$ cat src/rtl/tx_arbiter_pkg.sv
// Shared definitions for tx_arbiter: FSM states, reply-owner codes, TX command width.
// The optional starvation guard in tx_arbiter is enabled by defining TX_ARB_STARVE_GUARD_EN.
`ifndef TX_CMD_BITS
`define TX_CMD_BITS 8
`endif

package tx_arbiter_pkg;
  typedef enum logic [1:0] {
    ST_IDLE    = 2'd0,
    ST_CMD     = 2'd1,
    ST_PAYLOAD = 2'd2
  } state_t;

  localparam logic OWNER_PF = 1'b0;
  localparam logic OWNER_SC = 1'b1;
endpackage

$ cat src/rtl/tx_arbiter_reply_fifo.sv
// 1-bit-wide ordered record of reply owners; push and pop may coincide, even when full.
module tx_arbiter_reply_fifo #(
  parameter int DEPTH = 2
) (
  input  logic clk,
  input  logic reset,
  input  logic push,
  input  logic din,
  input  logic pop,
  output logic full,
  output logic empty,
  output logic head
);
  localparam int AW = (DEPTH > 1) ? $clog2(DEPTH) : 1;
  localparam logic [AW-1:0] LAST = AW'(DEPTH - 1);
  localparam logic [AW:0]   FULL_CNT = (AW + 1)'(DEPTH);

  logic [DEPTH-1:0] r_mem;
  logic [AW-1:0]    r_wr, r_rd;
  logic [AW:0]      r_cnt;
  logic             w_pop, w_push;

  assign empty  = (r_cnt == '0);
  assign full   = (r_cnt == FULL_CNT);
  assign w_pop  = pop && !empty;
  assign w_push = push && (!full || w_pop);
  assign head   = empty ? 1'b0 : r_mem[r_rd];

  always_ff @(posedge clk) begin
    if (reset) begin
      r_mem <= '0;
      r_wr  <= '0;
      r_rd  <= '0;
      r_cnt <= '0;
    end else begin
      if (w_push) begin
        r_mem[r_wr] <= din;
        r_wr        <= (r_wr == LAST) ? '0 : r_wr + AW'(1);
      end
      if (w_pop)
        r_rd <= (r_rd == LAST) ? '0 : r_rd + AW'(1);
      r_cnt <= r_cnt + (AW + 1)'(w_push) - (AW + 1)'(w_pop);
    end
  end
endmodule

$ cat src/rtl/tx_arbiter.sv
// Shares the TX channel between prefetch and scheduler and steers RX replies by owner.
// Define TX_ARB_STARVE_GUARD_EN to force a prefetch grant after STARVE_LIMIT scheduler wins.
module tx_arbiter
  import tx_arbiter_pkg::*;
#(
  parameter int NSHIFT       = 2,
  parameter int REPLY_DEPTH  = 2,
  parameter int STARVE_LIMIT = 4
) (
  input  logic                    clk,
  input  logic                    reset,
  input  logic                    pf_req,
  input  logic [`TX_CMD_BITS-1:0] pf_cmd,
  input  logic [NSHIFT-1:0]       pf_data,
  output logic                    pf_grant,
  output logic                    pf_data_next,
  input  logic                    sc_req,
  input  logic [`TX_CMD_BITS-1:0] sc_cmd,
  input  logic [NSHIFT-1:0]       sc_data,
  input  logic                    sc_reserve,
  input  logic                    sc_reply_wanted,
  output logic                    sc_grant,
  output logic                    sc_data_next,
  output logic                    tx_command_valid,
  output logic [`TX_CMD_BITS-1:0] tx_command,
  output logic [NSHIFT-1:0]       tx_data,
  output logic                    tx_reply_wanted,
  input  logic                    tx_command_started,
  input  logic                    tx_data_next,
  input  logic                    tx_done,
  input  logic                    rx_done,
  output logic                    reply_owner,
  output logic                    reply_pending,
  output logic                    rx_orphan
);
  if (REPLY_DEPTH < 1 || (REPLY_DEPTH & (REPLY_DEPTH - 1)) != 0) begin : g_bad_depth
    $error("tx_arbiter: REPLY_DEPTH must be a power of two");
  end
  if (STARVE_LIMIT < 1) begin : g_bad_limit
    $error("tx_arbiter: STARVE_LIMIT must be at least 1");
  end

  state_t                  r_state;
  logic                    r_owner, r_reply, r_cmd_valid, r_orphan;
  logic [`TX_CMD_BITS-1:0] r_cmd;
  logic w_full, w_empty, w_head, w_started, w_push, w_payload;
  logic w_pf_ok, w_pf_win, w_sc_win, w_pf_force;

  // Both requesters need a free reply slot when they expect a reply; prefetch always does.
  assign w_pf_ok  = pf_req && !sc_reserve && !w_full;
  assign w_pf_win = (r_state == ST_IDLE) && w_pf_ok && (!sc_req || w_pf_force);
  assign w_sc_win = (r_state == ST_IDLE) && sc_req && !(sc_reply_wanted && w_full) && !w_pf_win;

`ifdef TX_ARB_STARVE_GUARD_EN
  localparam int SW = $clog2(STARVE_LIMIT + 1);
  localparam logic [SW-1:0] LIMIT = SW'(STARVE_LIMIT);
  logic [SW-1:0] r_starve;

  assign w_pf_force = (r_starve == LIMIT) && !sc_reserve;

  always_ff @(posedge clk) begin
    if (reset)
      r_starve <= '0;
    else if (r_state == ST_IDLE) begin
      if (w_pf_win || !pf_req)
        r_starve <= '0;
      else if (w_sc_win && r_starve != LIMIT)
        r_starve <= r_starve + SW'(1);
    end
  end
`else
  assign w_pf_force = 1'b0;
`endif

  always_ff @(posedge clk) begin
    if (reset) begin
      r_state     <= ST_IDLE;
      r_owner     <= OWNER_PF;
      r_reply     <= 1'b0;
      r_cmd_valid <= 1'b0;
      r_cmd       <= '0;
    end else begin
      case (r_state)
        ST_IDLE: if (w_pf_win || w_sc_win) begin
          r_owner     <= w_pf_win ? OWNER_PF : OWNER_SC;
          r_cmd       <= w_pf_win ? pf_cmd : sc_cmd;
          r_reply     <= w_pf_win ? 1'b1 : sc_reply_wanted;
          r_cmd_valid <= 1'b1;
          r_state     <= ST_CMD;
        end
        ST_CMD: if (tx_command_started) begin
          r_cmd_valid <= 1'b0;
          r_cmd       <= '0;
          r_reply     <= 1'b0;
          r_state     <= ST_PAYLOAD;
        end
        ST_PAYLOAD: if (tx_done) r_state <= ST_IDLE;
        default: r_state <= ST_IDLE;
      endcase
    end
  end

  always_ff @(posedge clk) begin
    if (reset) r_orphan <= 1'b0;
    else if (rx_done && w_empty) r_orphan <= 1'b1;
  end

  // Grant is suppressed in a reset cycle so a dropped command is never acknowledged.
  assign w_started = (r_state == ST_CMD) && tx_command_started && !reset;
  assign w_push    = w_started && r_reply;
  assign w_payload = (r_state == ST_PAYLOAD);

  assign pf_grant         = w_started && (r_owner == OWNER_PF);
  assign sc_grant         = w_started && (r_owner == OWNER_SC);
  assign tx_command_valid = r_cmd_valid;
  assign tx_command       = r_cmd;
  assign tx_reply_wanted  = r_reply;
  assign tx_data          = !w_payload ? '0 : (r_owner == OWNER_SC) ? sc_data : pf_data;
  assign pf_data_next     = w_payload && (r_owner == OWNER_PF) && tx_data_next;
  assign sc_data_next     = w_payload && (r_owner == OWNER_SC) && tx_data_next;
  assign reply_owner      = w_head;
  assign reply_pending    = !w_empty;
  assign rx_orphan        = r_orphan;

  tx_arbiter_reply_fifo #(.DEPTH(REPLY_DEPTH)) u_reply_fifo (
    .clk   (clk),
    .reset (reset),
    .push  (w_push),
    .din   (r_owner),
    .pop   (rx_done),
    .full  (w_full),
    .empty (w_empty),
    .head  (w_head)
  );
endmodule

$ cat config.mk
export PLATFORM = sky130hd
export DESIGN_NAME = tx_arbiter
export DESIGN_NICKNAME = d
export VERILOG_FILES = /design/src/rtl/tx_arbiter_pkg.sv /design/src/rtl/tx_arbiter_reply_fifo.sv /design/src/rtl/tx_arbiter.sv
export SDC_FILE = /design/constraint.sdc
export NUM_CORES = 1
export LEC_CHECK = 0
export BUFFER_PORTS_ARGS = -buffer_cell sky130_fd_sc_hd__buf_2
export CAP_MARGIN = 10
export CORE_MARGIN = 1
export CORE_UTILIZATION = 48
export CTS_CLUSTER_DIAMETER = 150
export DETAILED_ROUTE_END_ITERATION = 10
export GPL_TIMING_DRIVEN = 0
export PLACE_DENSITY = 0.83
export SLEW_MARGIN = 15
export SYNTH_ARGS = -nofsm -noshare
export SYNTH_HDL_FRONTEND = slang
export SYNTH_SLANG_ARGS = --single-unit
export TNS_END_PERCENT = 10
$ cat constraint.sdc
create_clock -name clk -period 2.82 [get_ports clk]
set_clock_uncertainty 0.2 [all_clocks]
set_input_delay 0.141 -clock clk [delete_from_list [all_inputs] [get_ports clk]]
set_output_delay 0.141 -clock clk [all_outputs]
set_load 0.01 [all_outputs]
# Word level (Yosys, flattened, before mapping)

Cells that the tools add are included.

$add $sub $neg: 4
$mul: 0
Div/mod/pow operators: 0
Magnitude comparators: 3
Eq/ne operators: 6
Shifts and indexed selects: 0
Multiplexer cells: 25
Bitwise operators: 1
Reduce and logical (&&, ||, !) cells: 36

Operator list:

| cell                  | number |
|---|---|
| $mux W8               | 3 |
| $logic_and A1 B1 Y1   | 21 |
| $pmux W8 S2           | 1 |
| $mux W1               | 11 |
| $mux W2               | 5 |
| $logic_not A1 Y1      | 7 |
| $pmux W2 S3           | 1 |
| $reduce_and A3 Y1     | 2 |
| $eq A2 B2 Y1 const B  | 2 |
| $logic_not A2 Y1      | 2 |
| $lt A1 B2 Y1 const B  | 2 |
| $ne A2 B2 Y1 const B  | 2 |
| $pmux W1 S2           | 2 |
| $add A1 B1 Y1 const B | 2 |
| $add A2 B1 Y2         | 1 |
| $bwmux W2             | 1 |
| $eq A2 B1 Y1 const B  | 1 |
| $logic_or A1 B1 Y1    | 2 |
| $ne A2 B1 Y1 const B  | 1 |
| $reduce_and A2 Y1     | 1 |
| $reduce_bool A2 Y1    | 1 |
| $sub A2 B1 Y2         | 1 |
| $demux W1 S1          | 1 |
| $ge A1 B1 Y1 const B  | 1 |
| $not A1 Y1            | 1 |

Bits in registers: 20
Latch bits: 0
Bits in writable memories: 0
Memory bits (read-only): 0
Output and inout port bits: 19
Word-level logic and storage cells: 85
Memories: 0

# Depth between registers and ports, before layout

Depth in word-level cells: 10
Gate-level depth with buffers: 8
Gate-level depth less buffers: 8

# Modules after synthesis

From an unflattened synthesis, not the netlist that was laid out.

Cell total of the unflattened synthesis: 123
Area, all modules: 1103.6 um^2

By module, submodules not included:

| module                | times used | cells each | area an instance (um^2) | seq. area each (um^2) |
|---|---|---|---|---|
| tx_arbiter            | 1          | 87         | 775.7                   | 280.3 |
| tx_arbiter_reply_fifo | 1          | 36         | 327.8                   | 120.1 |

# Worst setup path after synthesis

Ideal clock, no wire load.

Kind: register -> register
Start: register r_state[1]
End: register u_reply_fifo.r_cnt[1]
Library setup time: 0.128 ns
Arrival: 1.523 ns
Path slack: 0.969 ns
Stages on the path, launching flop included: 7
Buffers on the path: 0
Period minus slack after synthesis: 1.851 ns
Cell sequence: dfxtp_1 -> nand4bb_2 -> nor3b_1 -> ha_1 -> xor2_1 -> xnor2_1 -> nor2_1

Longest elaborated chain between the ends: 7

Ends and longest elaborated chain:

| item                              | RTL line                    | RTL |
|---|---|---|
| start: declaration                | tx_arbiter.sv:43            | `state_t r_state;` |
| start signal: assignment          | tx_arbiter.sv:77            | `r_state <= ST_IDLE;` |
| start signal: assignment          | tx_arbiter.sv:89            | `r_state <= ST_CMD;` |
| start signal: assignment          | tx_arbiter.sv:95            | `r_state <= ST_PAYLOAD;` |
| $eq A2 B1 Y1                      | tx_arbiter.sv:109           | `assign w_started = (r_state == ST_CMD) && tx_command_started && !reset;` |
| $logic_and A1 B1 Y1 (2 in series) | tx_arbiter.sv:109           |  |
| $logic_and A1 B1 Y1               | tx_arbiter.sv:110           | `assign w_push = w_started && r_reply;` |
| $logic_and A1 B1 Y1               | tx_arbiter_reply_fifo.sv:26 | `assign w_push = push && (!full \|\| w_pop);` |
| named net u_reply_fifo.w_push     | tx_arbiter_reply_fifo.sv:21 | `logic w_pop, w_push;` |
| $add A2 B1 Y2                     | tx_arbiter_reply_fifo.sv:42 | `r_cnt <= r_cnt + (AW + 1)'(w_push) - (AW + 1)'(w_pop);` |
| $sub A2 B1 Y2                     | tx_arbiter_reply_fifo.sv:42 |  |
| end signal: assignment            | tx_arbiter_reply_fifo.sv:42 |  |
| end: declaration                  | tx_arbiter_reply_fifo.sv:20 | `logic [AW:0] r_cnt;` |

The timed path passes the listed nets, and every way through them passes these cells.
A chain may end at the register's enable or synchronous reset.

# Worst setup path after layout

Start: input sc_req
End: register r_cmd[0] (netlist: tx_command[0])

Longest elaborated chain between the ends: 7
Elaborated cells between the ends (all ways): 12

Ends and longest elaborated chain:

| item                               | RTL line         | RTL |
|---|---|---|
| start: declaration                 | tx_arbiter.sv:17 | `input logic sc_req,` |
| $logic_not A1 Y1                   | tx_arbiter.sv:51 | `assign w_pf_win = (r_state == ST_IDLE) && w_pf_ok && (!sc_req \|\| w_pf_force);` |
| $logic_and A1 B1 Y1                | tx_arbiter.sv:51 |  |
| $logic_not A1 Y1                   | tx_arbiter.sv:52 | `assign w_sc_win = (r_state == ST_IDLE) && sc_req && !(sc_reply_wanted && w_full) && !w_pf_win;` |
| $logic_and A1 B1 Y1                | tx_arbiter.sv:52 |  |
| $logic_or A1 B1 Y1                 | tx_arbiter.sv:84 | `ST_IDLE: if (w_pf_win \|\| w_sc_win) begin` |
| $ne A2 B1 Y1 (no source line)      | n/a              |  |
| $reduce_and A3 Y1 (no source line) | n/a              |  |
| end signal: assignment             | tx_arbiter.sv:86 | `r_cmd <= w_pf_win ? pf_cmd : sc_cmd;` |
| end: declaration                   | tx_arbiter.sv:45 | `` logic [`TX_CMD_BITS-1:0] r_cmd; `` |

Several ways; a longest one is shown, not always the timed one. The select of a mux whose other input is x is not followed.

==> results.txt <==
status -> complete, no violations
CP max stage cell -> dlygate4sd3_1
Final setup viols -> 0
f_max -> 0.3830 GHz
antenna diode count -> 0
gr usage total -> 0.2349
VDD IR-drop max -> 0.4476 mV
final worst slack -> 0.2089 ns
relative slew slack -> 0.6338
final hold vios -> 0
initial core utilization -> 0.5134
post-synthesis sequential area ratio -> 0.3975
H-tree depth -> 1
Die X -> 47.81 µm
drt drc -> 0
Syn Area/Cell -> 9.685 µm²
Final GP Congestion -> 0.8052
post-route antenna net violation count -> 0
Synth cell types -> 34
synth top area cells -> dfxtp_1, a22o_2, nor2_1
Setup crit start kind -> input port
Reg clk slew, reported paths -> 0.11 ns
Post-CTS Resized -> 0
CP required -> 2.85 ns
most frequent cells in the layout -> buf_2, dlygate4sd3_1, dfxtp_1, nor2_1
worst min-delay path category -> input port to flip-flop
crit-path max FO -> 8
initial DRC count -> 11
Yosys reg bits -> 20
Period minus WS final -> 2.611 ns
Critical Path Most Common Cell -> dlygate4sd3_1
Tcrit/Tclk final -> 0.9259
Routed Wire Length -> 2733 µm
Post-Syn Instances -> 104
most common cell after layout, fill and taps aside -> buf_2
clock sinks -> 20
Core Region -> 1962 µm²
die area -> 2285 µm²
layout cells sized above 1 -> 0.3729
Layout Area Growth over Synthesis -> 51.68%
first-pass iteration count of the detailed router -> 4
Max Transition Viols Final -> 0
Die Ht -> 47.81 µm
FP Rows -> 16
max incr delay on CP -> 0.56 ns
Final HPWL DP -> 1725 µm
unrepaired setup endpoints after global routing -> no
Critical Setup Path Class -> input port to flip-flop
Layout Nets -> 210
hold path depth -> 4
Synth top area share -> 0.3975
cell accounting for the most synthesized area -> dfxtp_1
yosys warns -> 0
PortBufs -> 48
R2R depth -> 5
max_cap viols -> 0
WL/cell -> 13.40 µm
largest net degree at the start of global routing -> 12
worst-path cell chain -> dlygate4sd3_1 > buf_2 > or3b_4 > nor4b_4 > a22o_2 > dlygate4sd3_1 > a21o_1
vias in the first global route -> 918
placed cell areas -> 1281 µm²
Worst Tran Pin Value -> 0.5463 ns
CP Depth -> 7
cts bufs inserted -> 3
Worst EP arrival -> 2.65 ns
crit path capture type -> flip-flop
leakage -> 0.7926 nW
crit path buf inv count -> 3
initial antenna violation count -> 0
setup TNS -> 0 ns
io pins -> 49
Clk Latency, worst-skew pair -> 0.29 ns
Root Buffer -> clkbuf_4
pwr dens -> 522.1 nW/µm²
TritonCTS clock tree -> done
Crit path max-delay family -> buffers and inverters
via/cell ratio -> 5.123
post-route cell area -> 1528 µm²
synthesized net count -> 136
Clock Tree Buf Depth -> 2
Place WS -> 0.8083 ns
total number of vias -> 1,045
Post-Synthesis Cell Area -> 1007 µm²
global-route wire length before repair -> 3753 µm
gr ovfl total -> 0
[worst reg2reg max path, delay by kind of cell, from the launching register on]
family                 cells  cell delay (ns)
AO/OA/AOI/OAI              1             0.23
buffers and inverters      1             0.54
flip-flops                 1             0.43
AND/OR/NAND/NOR            3             1.01
[cell usage after synthesis]
cell type and instances:
xor2_1 1, a21oi_1 2, a221o_1 1, or3b_4 1
clkbuf_1 3, nand2_1 3, or2b_1 1, nor2b_1 3
a2111oi_0 1, inv_1 5, dfxtp_1 20, nor4b_1 1
and2_1 1, nor4_4 1, nor3_2 1, and4b_2 1
a21o_1 7, nand3b_1 2, nand3_1 1, mux2i_1 5
and3_2 1, and3_1 1, o21a_1 1, nand4bb_2 1
nor4b_4 1, nand2b_1 4, nor3_1 2, nor3b_1 2
a31oi_1 1, a211oi_1 2, nor2_1 15, xnor2_1 3
a22o_2 7, ha_1 2
[layer usage]
metal | track usage | vias up | wire length (µm)
met5 | 0 | - | 0
met1 | 0.2575 | 467 | 1133
met3 | 0.04528 | 6 | 208
met2 | 0.4432 | 57 | 1345
li1 | - | 515 | -
met4 | 0.08333 | 0 | 45
[sequential cells by signal (all words and copies together) (netlist names)]
| register | flops |
|---|---|
| u_reply_fifo.r_mem | 2 |
| u_reply_fifo.r_rd | 1 |
| tx_command_valid | 1 |
| r_owner | 1 |
| r_state | 2 |
| tx_reply_wanted | 1 |
| tx_command | 8 |
| u_reply_fifo.r_wr | 1 |
| u_reply_fifo.r_cnt | 2 |
| rx_orphan | 1 |
[layout make-up]
type | instances | area [µm²]
buffer | 3 | 11.26
tap | 27 | 33.78
multi-input combinational | 76 | 576.8
sequential | 20 | 400.4
timing repair buffer | 69 | 450.4
inverter | 5 | 18.77
fill | 133 | 434.2
clock buffer | 4 | 36.28
[report_power, final]
part | internal [mW] | switching [mW] | leakage [nW]
sequential | 0.323 | 0.0373 | 0.164
clock | 0.0786 | 0.0838 | 0.0210
combinational | 0.142 | 0.133 | 0.608
total | 0.543 | 0.254 | 0.793
[timing repair]
item	4_1_cts	5_1_grt
setup buffers	0	0
hold buffers	21	0
setup endpoints to repair	0	0
endpoints found under the hold margin	13	0
[metrics by stage]
| stage | util | hold slack (ns) | power (mW) | cells |
|---|---|---|---|---|
| after floorplan | - | 0.01261 | 0.5260 | 104 |
| after global routing | 0.7787 | 0.1362 | 0.8504 | 204 |
| final | 0.7787 | 0.09620 | 0.7976 | 204 |
| after detailed placement | 0.6531 | 0.2094 | 0.6081 | 179 |
| after global placement | 0.6531 | 0.2011 | 0.5980 | 179 |
| after CTS | 0.7787 | 0.07228 | 0.8004 | 204 |
[final timing paths]
| check | from | to | slack [ns] |
|---|---|---|---|
| worst max-delay path | sc_req | tx_command[0] | 0.21 |
| worst min-delay path | sc_reply_wanted | r_owner | 0.1 |
| worst max register to register | u_reply_fifo.r_cnt[1] | tx_command[7] | 0.35 |
| worst min register to register | tx_command_valid | tx_command_valid | 0.26 |
[kinds of logic (layout without fill, tap and decap cells)]
group | after synthesis | in the layout | share of synthesized area
compound gates | 22 | 22 | 0.1789
xor+xnor | 4 | 4 | 0.03479
fa+ha+maj | 2 | 2 | 0.02484
buf+inv | 8 | 81 | 0.02981
flops | 20 | 20 | 0.3975
mux | 5 | 5 | 0.04969
simple gates | 43 | 43 | 0.2845
Power figures use the tool's default switching activity.
